File: config.mk
export PLATFORM = sky130hd
export DESIGN_NAME = spi_cmd_sequencer
export DESIGN_NICKNAME = d
export VERILOG_FILES = /design/src/rtl/spi_cmd_pkg.sv /design/src/rtl/spi_cmd_table.sv /design/src/rtl/spi_cmd_sequencer.sv
export SDC_FILE = /design/constraint.sdc
export NUM_CORES = 1
export LEC_CHECK = 0
export BUFFER_PORTS_ARGS = -buffer_cell sky130_fd_sc_hd__buf_2
export CORE_UTILIZATION = 25
export DETAILED_ROUTE_END_ITERATION = 8
export GPL_ROUTABILITY_DRIVEN = 0
export GPL_TIMING_DRIVEN = 1
export HOLD_SLACK_MARGIN = 0.02
export MAX_ROUTING_LAYER = met4
export PLACE_DENSITY_LB_ADDON = 0.1
export SETUP_SLACK_MARGIN = 0.15
export SLEW_MARGIN = 20
export SYNTH_ARGS = -nofsm -noshare
export SYNTH_HDL_FRONTEND = slang
export SYNTH_HIERARCHICAL = 1
export SYNTH_SLANG_ARGS = --single-unit
File: constraint.sdc
create_clock -name clk -period 9.2 [get_ports clk]
set_input_delay 0.92 -clock clk [delete_from_list [all_inputs] [get_ports clk]]
set_output_delay 0.92 -clock clk [all_outputs]
set_load 0.01 [all_outputs]
File: src/rtl/spi_cmd_pkg.sv
// ============================================================================
// Module      : spi_cmd_pkg
// Description : Shared state encoding, command-word field layout and the
//               active-low chip-select helper for the SPI command sequencer.
// Revision    : 1.0 - initial release
// ============================================================================
`default_nettype none

package spi_cmd_pkg;

    typedef enum logic [2:0] {
        S_IDLE  = 3'd0,
        S_CHECK = 3'd1,
        S_WRITE = 3'd2,
        S_GAP   = 3'd3,
        S_DONE  = 3'd4
    } state_t;

    localparam int SS_W     = 16;
    localparam int ADDR_W   = 8;
    localparam int DATA_W   = 8;
    localparam int CMD_W    = 32;
    localparam int ENTRY_W  = ADDR_W + DATA_W;
    localparam int CHIP_W   = 4;

    // Command word: {ss_n[31:16], addr[15:8], data[7:0]}
    localparam int SS_LSB   = ENTRY_W;
    localparam int ADDR_LSB = DATA_W;
    localparam int DATA_LSB = 0;

    // Chip selects are active low: the selected chip's bit is the only zero.
    function automatic logic [SS_W-1:0] cs_onehot_n(input logic [CHIP_W-1:0] chip);
        return ~(SS_W'(1) << chip);
    endfunction

endpackage

`default_nettype wire

File: src/rtl/spi_cmd_table.sv
// ============================================================================
// Module      : spi_cmd_table
// Description : DEPTH x 16-bit {addr, data} register table; synchronous
//               write, combinational read, asynchronous clear.
// Revision    : 1.0 - initial release
// ============================================================================
`default_nettype none

module spi_cmd_table
    import spi_cmd_pkg::*;
#(
    parameter int DEPTH = 8,
    parameter int IDXW  = 3
) (
    input  logic               clk,
    input  logic               rst,
    input  logic               we,
    input  logic [IDXW-1:0]    wr_idx,
    input  logic [ENTRY_W-1:0] wr_entry,
    input  logic [IDXW-1:0]    rd_idx,
    output logic [ENTRY_W-1:0] rd_entry
);

    logic [ENTRY_W-1:0] r_mem [DEPTH];

    always_ff @(posedge clk or posedge rst) begin
        if (rst) begin
            for (int i = 0; i < DEPTH; i++) begin
                r_mem[i] <= '0;
            end
        end else if (we) begin
            r_mem[wr_idx] <= wr_entry;
        end
    end

    assign rd_entry = r_mem[rd_idx];

endmodule

`default_nettype wire

File: src/rtl/spi_cmd_sequencer.sv
// ============================================================================
// Module      : spi_cmd_sequencer
// Description : Replays the first N table entries as 32-bit SPI command words
//               into the SPI master FIFO, honouring fifo_full and an
//               inter-word gap. SPI_CMD_MULTICAST_EN adds a cs_mask port.
// Revision    : 1.0 - initial release
// ============================================================================
`default_nettype none

module spi_cmd_sequencer
    import spi_cmd_pkg::*;
#(
    parameter int DEPTH = 8,
    parameter int GAP   = 4,
    parameter int IDXW  = 3
) (
    input  logic              clk,
    input  logic              rst,
    input  logic              prog_we,
    input  logic [IDXW-1:0]   prog_idx,
    input  logic [ADDR_W-1:0] prog_addr,
    input  logic [DATA_W-1:0] prog_data,
    input  logic              start,
    input  logic [CHIP_W-1:0] chip,
    input  logic [IDXW:0]     count,
`ifdef SPI_CMD_MULTICAST_EN
    input  logic [SS_W-1:0]   cs_mask,
`endif
    input  logic              abort,
    input  logic              fifo_full,
    output logic              wr_en,
    output logic [CMD_W-1:0]  wr_data,
    output logic              busy,
    output logic              done
);

    localparam int               GAP_W     = (GAP > 1) ? $clog2(GAP) : 1;
    localparam logic [GAP_W-1:0] GAP_LOAD  = GAP_W'((GAP > 0) ? GAP - 1 : 0);
    localparam logic [GAP_W-1:0] GAP_ONE   = GAP_W'(1);
    localparam logic [IDXW:0]    DEPTH_CNT = (IDXW+1)'(DEPTH);
    localparam logic [IDXW:0]    CNT_ONE   = (IDXW+1)'(1);
    localparam logic [IDXW-1:0]  IDX_ONE   = IDXW'(1);

    state_t             r_state;
    state_t             w_state_n;
    logic [IDXW-1:0]    r_idx;
    logic [IDXW:0]      r_last;
    logic [SS_W-1:0]    r_ss;
    logic [GAP_W-1:0]   r_gap;

    logic [ENTRY_W-1:0] w_entry;
    logic [IDXW:0]      w_cnt_clamp;
    logic [SS_W-1:0]    w_ss_start;
    logic               w_prog_we;
    logic               w_accept;
    logic               w_idx_inc;
    logic               w_gap_load;
    logic               w_gap_dec;
    logic               w_wr_en_n;
    logic               w_done_n;
    logic               w_busy_n;

    assign w_prog_we   = prog_we && !busy;
    assign w_cnt_clamp = (count > DEPTH_CNT) ? DEPTH_CNT : count;

`ifdef SPI_CMD_MULTICAST_EN
    assign w_ss_start = (cs_mask != '0) ? ~cs_mask : cs_onehot_n(chip);
`else
    assign w_ss_start = cs_onehot_n(chip);
`endif

    spi_cmd_table #(
        .DEPTH (DEPTH),
        .IDXW  (IDXW)
    ) u_table (
        .clk      (clk),
        .rst      (rst),
        .we       (w_prog_we),
        .wr_idx   (prog_idx),
        .wr_entry ({prog_addr, prog_data}),
        .rd_idx   (r_idx),
        .rd_entry (w_entry)
    );

    always_ff @(posedge clk or posedge rst) begin
        if (rst) begin
            r_state <= S_IDLE;
        end else begin
            r_state <= w_state_n;
        end
    end

    always_comb begin
        w_state_n  = r_state;
        w_accept   = 1'b0;
        w_idx_inc  = 1'b0;
        w_gap_load = 1'b0;
        w_gap_dec  = 1'b0;
        w_wr_en_n  = 1'b0;
        w_done_n   = 1'b0;
        w_busy_n   = busy;

        case (r_state)
            S_IDLE: begin
                if (start && !abort && (count != '0)) begin
                    w_state_n = S_CHECK;
                    w_accept  = 1'b1;
                    w_busy_n  = 1'b1;
                end
            end
            S_CHECK: begin
                if (!fifo_full) begin
                    w_state_n = S_WRITE;
                end
            end
            S_WRITE: begin
                w_wr_en_n = 1'b1;
                if ({1'b0, r_idx} == r_last) begin
                    w_state_n = S_DONE;
                end else begin
                    w_idx_inc = 1'b1;
                    if (GAP == 0) begin
                        w_state_n = S_CHECK;
                    end else begin
                        w_state_n  = S_GAP;
                        w_gap_load = 1'b1;
                    end
                end
            end
            S_GAP: begin
                if (r_gap == '0) begin
                    w_state_n = S_CHECK;
                end else begin
                    w_gap_dec = 1'b1;
                end
            end
            S_DONE: begin
                w_done_n  = 1'b1;
                w_busy_n  = 1'b0;
                w_state_n = S_IDLE;
            end
            default: begin
                w_state_n = S_IDLE;
                w_busy_n  = 1'b0;
            end
        endcase

        // Abort overrides everything outside idle; a word already on wr_en stays valid.
        if (abort && (r_state != S_IDLE)) begin
            w_state_n  = S_IDLE;
            w_busy_n   = 1'b0;
            w_wr_en_n  = 1'b0;
            w_done_n   = 1'b0;
            w_idx_inc  = 1'b0;
            w_gap_load = 1'b0;
            w_gap_dec  = 1'b0;
        end
    end

    always_ff @(posedge clk or posedge rst) begin
        if (rst) begin
            r_idx   <= '0;
            r_last  <= '0;
            r_ss    <= '0;
            r_gap   <= '0;
            wr_en   <= 1'b0;
            wr_data <= '0;
            busy    <= 1'b0;
            done    <= 1'b0;
        end else begin
            wr_en <= w_wr_en_n;
            done  <= w_done_n;
            busy  <= w_busy_n;

            if (w_accept) begin
                r_idx  <= '0;
                r_last <= w_cnt_clamp - CNT_ONE;
                r_ss   <= w_ss_start;
            end else if (w_idx_inc) begin
                r_idx <= r_idx + IDX_ONE;
            end

            if (w_gap_load) begin
                r_gap <= GAP_LOAD;
            end else if (w_gap_dec) begin
                r_gap <= r_gap - GAP_ONE;
            end

            if (w_wr_en_n) begin
                wr_data <= {r_ss, w_entry};
            end
        end
    end

endmodule

`default_nettype wire

* After elaboration in Yosys (flattened, before gate mapping)
Cells that the tools add are included.
Widths: inputs -> output; s select.
** Cells by class
- Add/sub/neg operators :: 3
- $lt $le $gt $ge :: 4
- Eq/ne operators :: 9
- Shifts and indexed selects :: 1
- Multiplexer cells :: 32
- Bitwise gates (word level) :: 3
- Reduce and logical (&&, ||, !) cells :: 16
** Operators with widths (number)
- $bwmux 128 :: 1
- $bmux 16 s3 :: 1
- $demux 16 s3 :: 1
- $mux 16 :: 3
- $mux 3 :: 7
- $not 16->16 :: 1
- $shl 1x4->16 const A :: 1
- $mux 1 :: 14
- $pmux 3 s4 :: 1
- $ne 3x3->1 const B :: 3
- $ge 4x4->1 const B :: 2
- $not 3->4 :: 2
- $eq 3x2->1 const B :: 2
- $logic_and 1x1->1 :: 5
- $eq 3x4->1 :: 1
- $gt 4x4->1 const B :: 1
- $lt 4x1->1 const B :: 1
- $mux 2 :: 2
- $mux 4 :: 1
- $reduce_bool 2->1 :: 2
- $reduce_bool 4->1 :: 1
- $sub 4x1->4 const B :: 1
- $add 3x1->3 const B :: 1
- $eq 3x1->1 const B :: 1
- 11 further kinds :: 12
** Storage, ports and cells
- Register bits :: 191
- Output and inout bits :: 35

* Logic depth before layout (Yosys ltp)
Gate-level depths: netlist of run 1.
- Word-level depth :: 6
- Depth in mapped cells :: 6

* Cells and area by module
Netlist of run 1, hierarchy kept.
** Modules (own cells, without submodules)
- spi_cmd_table :: times used 1, cells each 338, area each 6020.8 sq um
- spi_cmd_sequencer :: times used 1, cells each 201, area each 2580.0 sq um

* Worst setup path after synthesis of run 1
Ideal clock, no wire load.
- Kind :: input port to flip-flop
- Start point :: input prog_we
- End point :: register u_table/r_mem[49] in the netlist's numbering
- Setup time :: 125 ps
- Data arrival time :: 2126 ps
- Slack :: 6949 ps
- Stages on the path :: 6
- Path buffers :: 3
- Cell sequence :: nor2b_1 -> buf_4 -> nor4bb_1 -> buf_2 -> buf_4 -> mux2_2
** On the way
- Word-level cells in the longest chain between the ends :: 1
** RTL lines
- start: declaration :: RTL line spi_cmd_sequencer.sv:19 : input logic prog_we,
- $logic_and 1x1->1 :: RTL line spi_cmd_sequencer.sv:63 : assign w_prog_we = prog_we && !busy;
- end signal: indexed assignment :: RTL line spi_cmd_table.sv:32 : r_mem[wr_idx] <= wr_entry;
- end: declaration :: RTL line spi_cmd_table.sv:24 : logic [ENTRY_W-1:0] r_mem [DEPTH];
No other way between the ends.
A chain may end at the register's enable or synchronous reset.

* Worst setup path in the final report of run 1
- Start point :: input prog_we
- End point :: register u_table/r_mem[44] in the netlist's numbering
** On the way
- Word-level cells in the longest chain between the ends :: 1
** RTL lines
- $logic_and 1x1->1 :: RTL line spi_cmd_sequencer.sv:63
- via w_prog_we :: RTL line spi_cmd_sequencer.sv:54 : logic w_prog_we;
The timed path passes the listed nets, and every way through them passes these cells.

==> impl_metrics.py, run 1 <==
metrics = {
    "critical_path": {
        "crit_buf_inv": 1,
        "critPathKind": "in -> reg",
        "critical-path-top-delay-family": "simple AND/OR/NAND/NOR gates",
        "reg2regPathDepth": 3,
        "r2r-end": "u_table/r_mem[44]",
        "worst-path-stages": 4,
        "cp_slowest_cell": "nand4b_2",
        "cp_cell_sequence": "buf_2 > nor2b_1 > nand4b_2 > mux2_2",
        "max_stage_delay_ps": 850,
        "rrSetupSlack_ps": 6620,
        "worstSetupStartpoint": "prog_we",
        "endpoint": "u_table/r_mem[44]",
        "end_kind": "flip-flop",
        "reg2reg_from": "busy",
        "cp_max_fo": 16,
        "crit_path_start_kind": "input pin",
        "cp.arrival_ps": 2980,
        "critPathRequiredTime_ps": 9510,
    },
    "logic_synthesis": {
        "ys_async_sr_fraction_pct": 100,
        "yosys_register_bits": 191,
        "syn-cell-area_mm2": 0.00860,
        "ys_top_cells_by_area": "dfrtp_1, mux2_2, mux4_1, mux2_4, nor2_1",
        "synth_cell_types": 43,
        "ys.warnings.count": 6,
        "syn_avg_cell_area_um2": 16.0,
        "ys.flop_type": "dfrtp_1",
        "synth_commonest_cells": "dfrtp_1, mux2_2, mux4_1, nor2_1, buf_2",
        "synth_cells": 539,
        "synthMostInstantiatedCell": "dfrtp_1",
        "seq_area_frac_synth_pct": 55.6,
        "syn-num-nets": 575,
        "synth_top_area_share_pct": 55.6,
        "synth_top_cell_by_area": "dfrtp_1",
        "synth_edf_count": 0,
    },
    "clock_network": {
        "cts_sinks": 191,
        "ctsHoldBuffers": 0,
        "cts_root_buf": "clkbuf_16",
        "clkSlewWorstSetupHoldPaths_ps": 70,
        "cts-htree-levels": 4,
        "clk_path_buf_depth": 2,
        "post_cts_buffers": 0,
        "cts_resized": 0,
        "cts_buffers": 17,
        "clock_latency_ps": 440,
        "cts_tree": "built",
    },
    "die": {
        "die_area_mm2": 0.0351,
        "die_w_um": 187,
        "rows": 67,
        "die_h_um": 187,
        "coreArea_mm2": 0.0337,
        "initial_core_util_pct": 25.5,
        "io_pins": 68,
    },
    "detailed_routing": {
        "dr.first_iter.drc_count": 232,
        "wl_per_cell_um": 19.1,
        "dr.pass1.iters": 4,
        "drc": 0,
        "ant_nets": 0,
        "drt-vias-per-instance": 4.53,
        "vias": 4816,
        "wl_mm": 20.3,
    },
    "global_routing": {
        "grt_use_total_pct": 12.6,
        "grt-busiest-layer": "met2",
        "gr-usage-met3_pct": 2.95,
        "grt_overflow": 0,
        "met1_usage_pct": 15.8,
        "grt_use_met2_pct": 20.3,
        "grt_max_degree": 73,
        "grt_pass1_wl_mm": 32.0,
        "first_global_vias": 5295,
        "antenna_found_initial": 1,
    },
    "placement": {
        "portBuffers": 67,
        "place_ws_ps": 6040,
        "placed_cell_area_mm2": 0.00937,
        "dp_hpwl_mm": 12.2,
        "place_inst": 1031,
    },
    "finish": {
        "fin_area_mm2": 0.0100,
        "nNetsFinal": 638,
        "layout-drive-gt1-share_pct": 49.5,
        "final_util_pct": 29.7,
        "syn2layout_area_growth_pct": 16.2,
        "final_cells": 1063,
    },
    "min_path": {
        "min_delay_path_depth": 1,
        "hp-class": "reg -> reg",
        "min-delay-start": "u_table/r_mem[24]",
    },
    "sta": {
        "hold_violations": 0,
        "rsz0062_at_grt": "no",
        "post-route-min-period_ps": 2670,
        "fin_crit_sh_pct": 29.0,
        "tns_ps": 0,
        "finClkSkew_ps": 9.37,
        "worst_slack_ps": 6530,
        "max_clock_freq_mhz": 374,
        "hold-worst-slack_ps": 498,
        "worstMarginPinSlew_ps": 942,
        "slew_viol_final": 0,
        "finalSetupViolations": 0,
        "relSlewSlack_pct": 37.2,
    },
    "pwr": {
        "leakage_nw": 4.21,
        "combPwrFrac_pct": 25.6,
        "switching_share_pct": 27.2,
        "intPower_mw": 2.05,
        "ir_drop_v": 0.000139,
        "clock_power_share_pct": 27.8,
        "seqPwrFrac_pct": 46.6,
        "power.switching_uw": 769,
        "cellPowerDensity_mw_per_mm2": 282,
        "power_mw": 2.82,
    },
    "flow_run": {
        "drv_cap": 0,
    },
    "outcome": {
        "outcome": "finished, final reports clean",
    },
}
==> cell usage in the layout, fill, tap and decap left out, types with 4 or more instances in the layout <==
cell / n
xor2_1: 4
clkbuf_16: 17
inv_1: 4
buf_2: 67
nand2_1: 6
buf_4: 11
mux4_1: 28
a31oi_1: 10
dfrtp_1: 191
nor2b_1: 8
a21oi_1: 7
mux4_2: 4
a41oi_1: 6
nor2_1: 25
mux2_4: 10
mux2_2: 166
==> sequential cells by signal, summed over array words and instances, names as in the netlist <==
| signal | cells |
|---|---|
| busy | 1 |
| r_ss | 16 |
| done | 1 |
| r_gap | 2 |
| wr_data | 32 |
| r_idx | 3 |
| r_state | 3 |
| wr_en | 1 |
| r_last | 4 |
| u_table/r_mem | 128 |
==> worst min path at each step <==
stage                         to  slack [ps]
5_1_grt        u_table/r_mem[42]         510
4_1_cts        u_table/r_mem[16]         500
3_5_place_dp   u_table/r_mem[16]         490
6_report       u_table/r_mem[24]         500
3_3_place_gp   u_table/r_mem[19]         480
2_1_floorplan  u_table/r_mem[25]         470
==> cell families (layout without fill, tap and decap cells) <==
family / after synthesis / in the layout / synth area share (%)
compound gates: 30 / 30 / 2.40
simple gates: 61 / 61 / 4.60
flops: 191 / 191 / 55.6
other cells: 0 / 1 / 0
fa+ha+maj: 3 / 3 / 0.436
xor+xnor: 6 / 6 / 0.611
buf+inv: 40 / 115 / 3.30
mux: 208 / 208 / 33.1
==> power by group through the flow <==
stage	clock [mW]	combinational, mW	sequential, mW
3_3_place_gp	0	0.718	1.31
2_1_floorplan	0	0.535	1.31
5_1_grt	0.853	0.789	1.36
3_5_place_dp	0	0.737	1.34
6_report	0.785	0.722	1.32
4_1_cts	0.819	0.741	1.32
==> layer usage <==
layer | vias to the layer above | routed length, µm
met2 | 81 | 9890
met5 | - | 0
met4 | 0 | 189
met3 | 15 | 633
met1 | 2569 | 9590
li1 | 2151 | -
==> final cells by class <==
class	instances	area, µm²
timing repair buffer	78	418
tap	448	561
clock inverter	11	154
clock buffer	20	467
antenna	1	2.50
multi-input combinational	308	3590
inverter	6	25.0
sequential	191	4780
fill	3408	23700
(Power assumes the default switching activity.)
==> run 2, diff against run 1 <==
- clock period: 9.2 -> 2.38 ns (I/O delays scaled with it)
==> run 2 against run 1 <==
  * Final cell count increased by 1.0%
  * Register-to-register slack got worse by 6200 ps
  * Setup slack got worse by 6100 ps
  * Cell area increased by 1.5%
  * Combinational power increased to 4.0 times the previous value
==> impl_metrics.py, run 2 (synthesized netlist as in run 1, its figures left out) <==
metrics = {
    "die": {
        "rows": 67,
        "die_area_mm2": 0.0351,
        "die_h_um": 187,
        "io_pins": 68,
        "initial_core_util_pct": 25.5,
        "coreArea_mm2": 0.0337,
        "die_w_um": 187,
    },
    "detailed_routing": {
        "vias": 4858,
        "wl_per_cell_um": 18.9,
        "drc": 0,
        "dr.first_iter.drc_count": 180,
        "dr.pass1.iters": 4,
        "drt-vias-per-instance": 4.52,
        "wl_mm": 20.3,
        "ant_nets": 0,
    },
    "global_routing": {
        "grt_pass1_wl_mm": 32.6,
        "grt_overflow": 0,
        "antenna_found_initial": 1,
        "first_global_vias": 5271,
        "grt_max_degree": 91,
        "grt_use_total_pct": 12.8,
    },
    "placement": {
        "dp_hpwl_mm": 12.4,
        "portBuffers": 67,
        "placed_cell_area_mm2": 0.00956,
        "place_ws_ps": 375,
    },
    "sta": {
        "max_clock_freq_mhz": 515,
        "tns_ps": 0,
        "post-route-min-period_ps": 1940,
        "finClkSkew_ps": 8.60,
        "slew_viol_final": 0,
        "worst_slack_ps": 438,
        "finalSetupViolations": 0,
        "hold_violations": 0,
        "worstMarginPinSlew_ps": 665,
        "relSlewSlack_pct": 55.6,
        "rsz0062_at_grt": "no",
        "hold-worst-slack_ps": 72.2,
        "fin_crit_sh_pct": 81.6,
    },
    "finish": {
        "final_common_cell": "dfrtp_1",
        "fin_area_mm2": 0.0101,
        "layout-drive-gt1-share_pct": 49.9,
        "reg_top3": "u_table/r_mem: 128 flops, wr_data: 32 flops, r_ss: 16 flops",
        "syn2layout_area_growth_pct": 18.0,
        "nNetsFinal": 650,
        "top_register": "u_table/r_mem",
        "largest_reg_flops": 128,
        "mostFrequentLayoutCells": "dfrtp_1, mux2_2, buf_2, mux4_1, nor2_1",
    },
    "clock_network": {
        "cts_buffers": 17,
        "cts-htree-levels": 4,
        "clock_latency_ps": 430,
        "cts_sinks": 191,
        "cts_tree": "built",
        "cts_resized": 0,
        "cts_root_buf": "clkbuf_16",
        "clkSlewWorstSetupHoldPaths_ps": 70,
        "clk_path_buf_depth": 2,
    },
    "critical_path": {
        "crit_path_start_kind": "flip-flop",
        "crit_buf_inv": 2,
        "end_kind": "flip-flop",
        "max_stage_delay_ps": 390,
        "cp_cell_sequence": "nor2b_1 > buf_4 > nor4bb_4 > buf_12 > mux2_2",
        "cp_max_fo": 16,
        "critical-path-top-delay-family": "simple AND/OR/NAND/NOR gates",
        "rrSetupSlack_ps": 440,
        "cp_slowest_cell": "dfrtp_1",
        "critPathKind": "reg -> reg",
        "critPathRequiredTime_ps": 2690,
        "cp.arrival_ps": 2260,
    },
    "pwr": {
        "switching_share_pct": 27.3,
        "ir_drop_v": 0.000594,
        "power.switching_mw": 2.93,
        "intPower_mw": 7.80,
        "power_mw": 10.7,
        "combPwrFrac_pct": 26.7,
        "clock_power_share_pct": 26.0,
        "cellPowerDensity_mw_per_mm2": 1060,
        "seqPwrFrac_pct": 47.3,
        "leakage_nw": 4.26,
    },
    "outcome": {
        "outcome": "finished, final reports clean",
    },
    "flow_run": {
        "drv_cap": 0,
    },
    "min_path": {
        "hp-class": "in -> reg",
    },
}
-- run 2: cell count changes in the layout (fill, tap and decap cells not counted), sizes merged --
cell         delta
clkinv          +5
bufinv          -1
clkbuf          -1
dlygate4sd3     +2
buf            +10
inv             -4
-- run 2: cell type report --
type                            count  area, µm²
Fill cell                        3381      23600
Inverter                            6       26.3
Timing Repair Buffer               90        626
Clock buffer                       19        443
Clock inverter                     11        119
Tap cell                          448        561
Sequential cell                   191       4780
Multi-Input combinational cell    308       3590
Antenna cell                        1       2.50
-- run 2: metal layers --
metal  up-vias  wire (µm)  global-route usage [%]
li1       2180          -                       -
met3        16        510                    2.80
met5         -          0                       -
met4         0        224                    3.75
met1      2585       9360                    15.8
met2        77      10200                    20.9
-- run 2: power groups by stage --
stage                     Sequential (mW)  Clock [mW]  Combinational, mW
after global routing                 5.25        3.05               3.15
final                                5.08        2.79               2.86
after detailed placement             5.15           0               2.92
after floorplan                      5.05           0               2.07
after global placement               5.09           0               2.84
after CTS                            5.09        2.92               2.93
-- run 2: path summary, 6_finish.rpt --
check | from | endpoint | cells after the start
worst max register to register | busy | u_table/r_mem[55] | 5
max in group asynchronous | rst | wr_data[13] | 4
worst min-delay path | abort | done | 2
worst min register to register | u_table/r_mem[101] | u_table/r_mem[101] | 1
worst max-delay path | busy | u_table/r_mem[55] | 5
min in group asynchronous | rst | wr_data[2] | 3
-- run 2: repair_timing --
action / in CTS / in global routing
endpoints found under the hold margin: 120 / 0
hold buffers: 2 / 0
setup buffers: 0 / 0
endpoints found under the setup margin: 0 / 0
-- run 2: stage by stage --
| stage | utilization [%] | std cells |
|---|---|---|
| floorplan | - | 539 |
| global placement | 28.4 | 1041 |
| detailed placement | 28.4 | 1041 |
| CTS | 30.1 | 1073 |
| global route | 30.1 | 1074 |
| finish | 30.1 | 1074 |
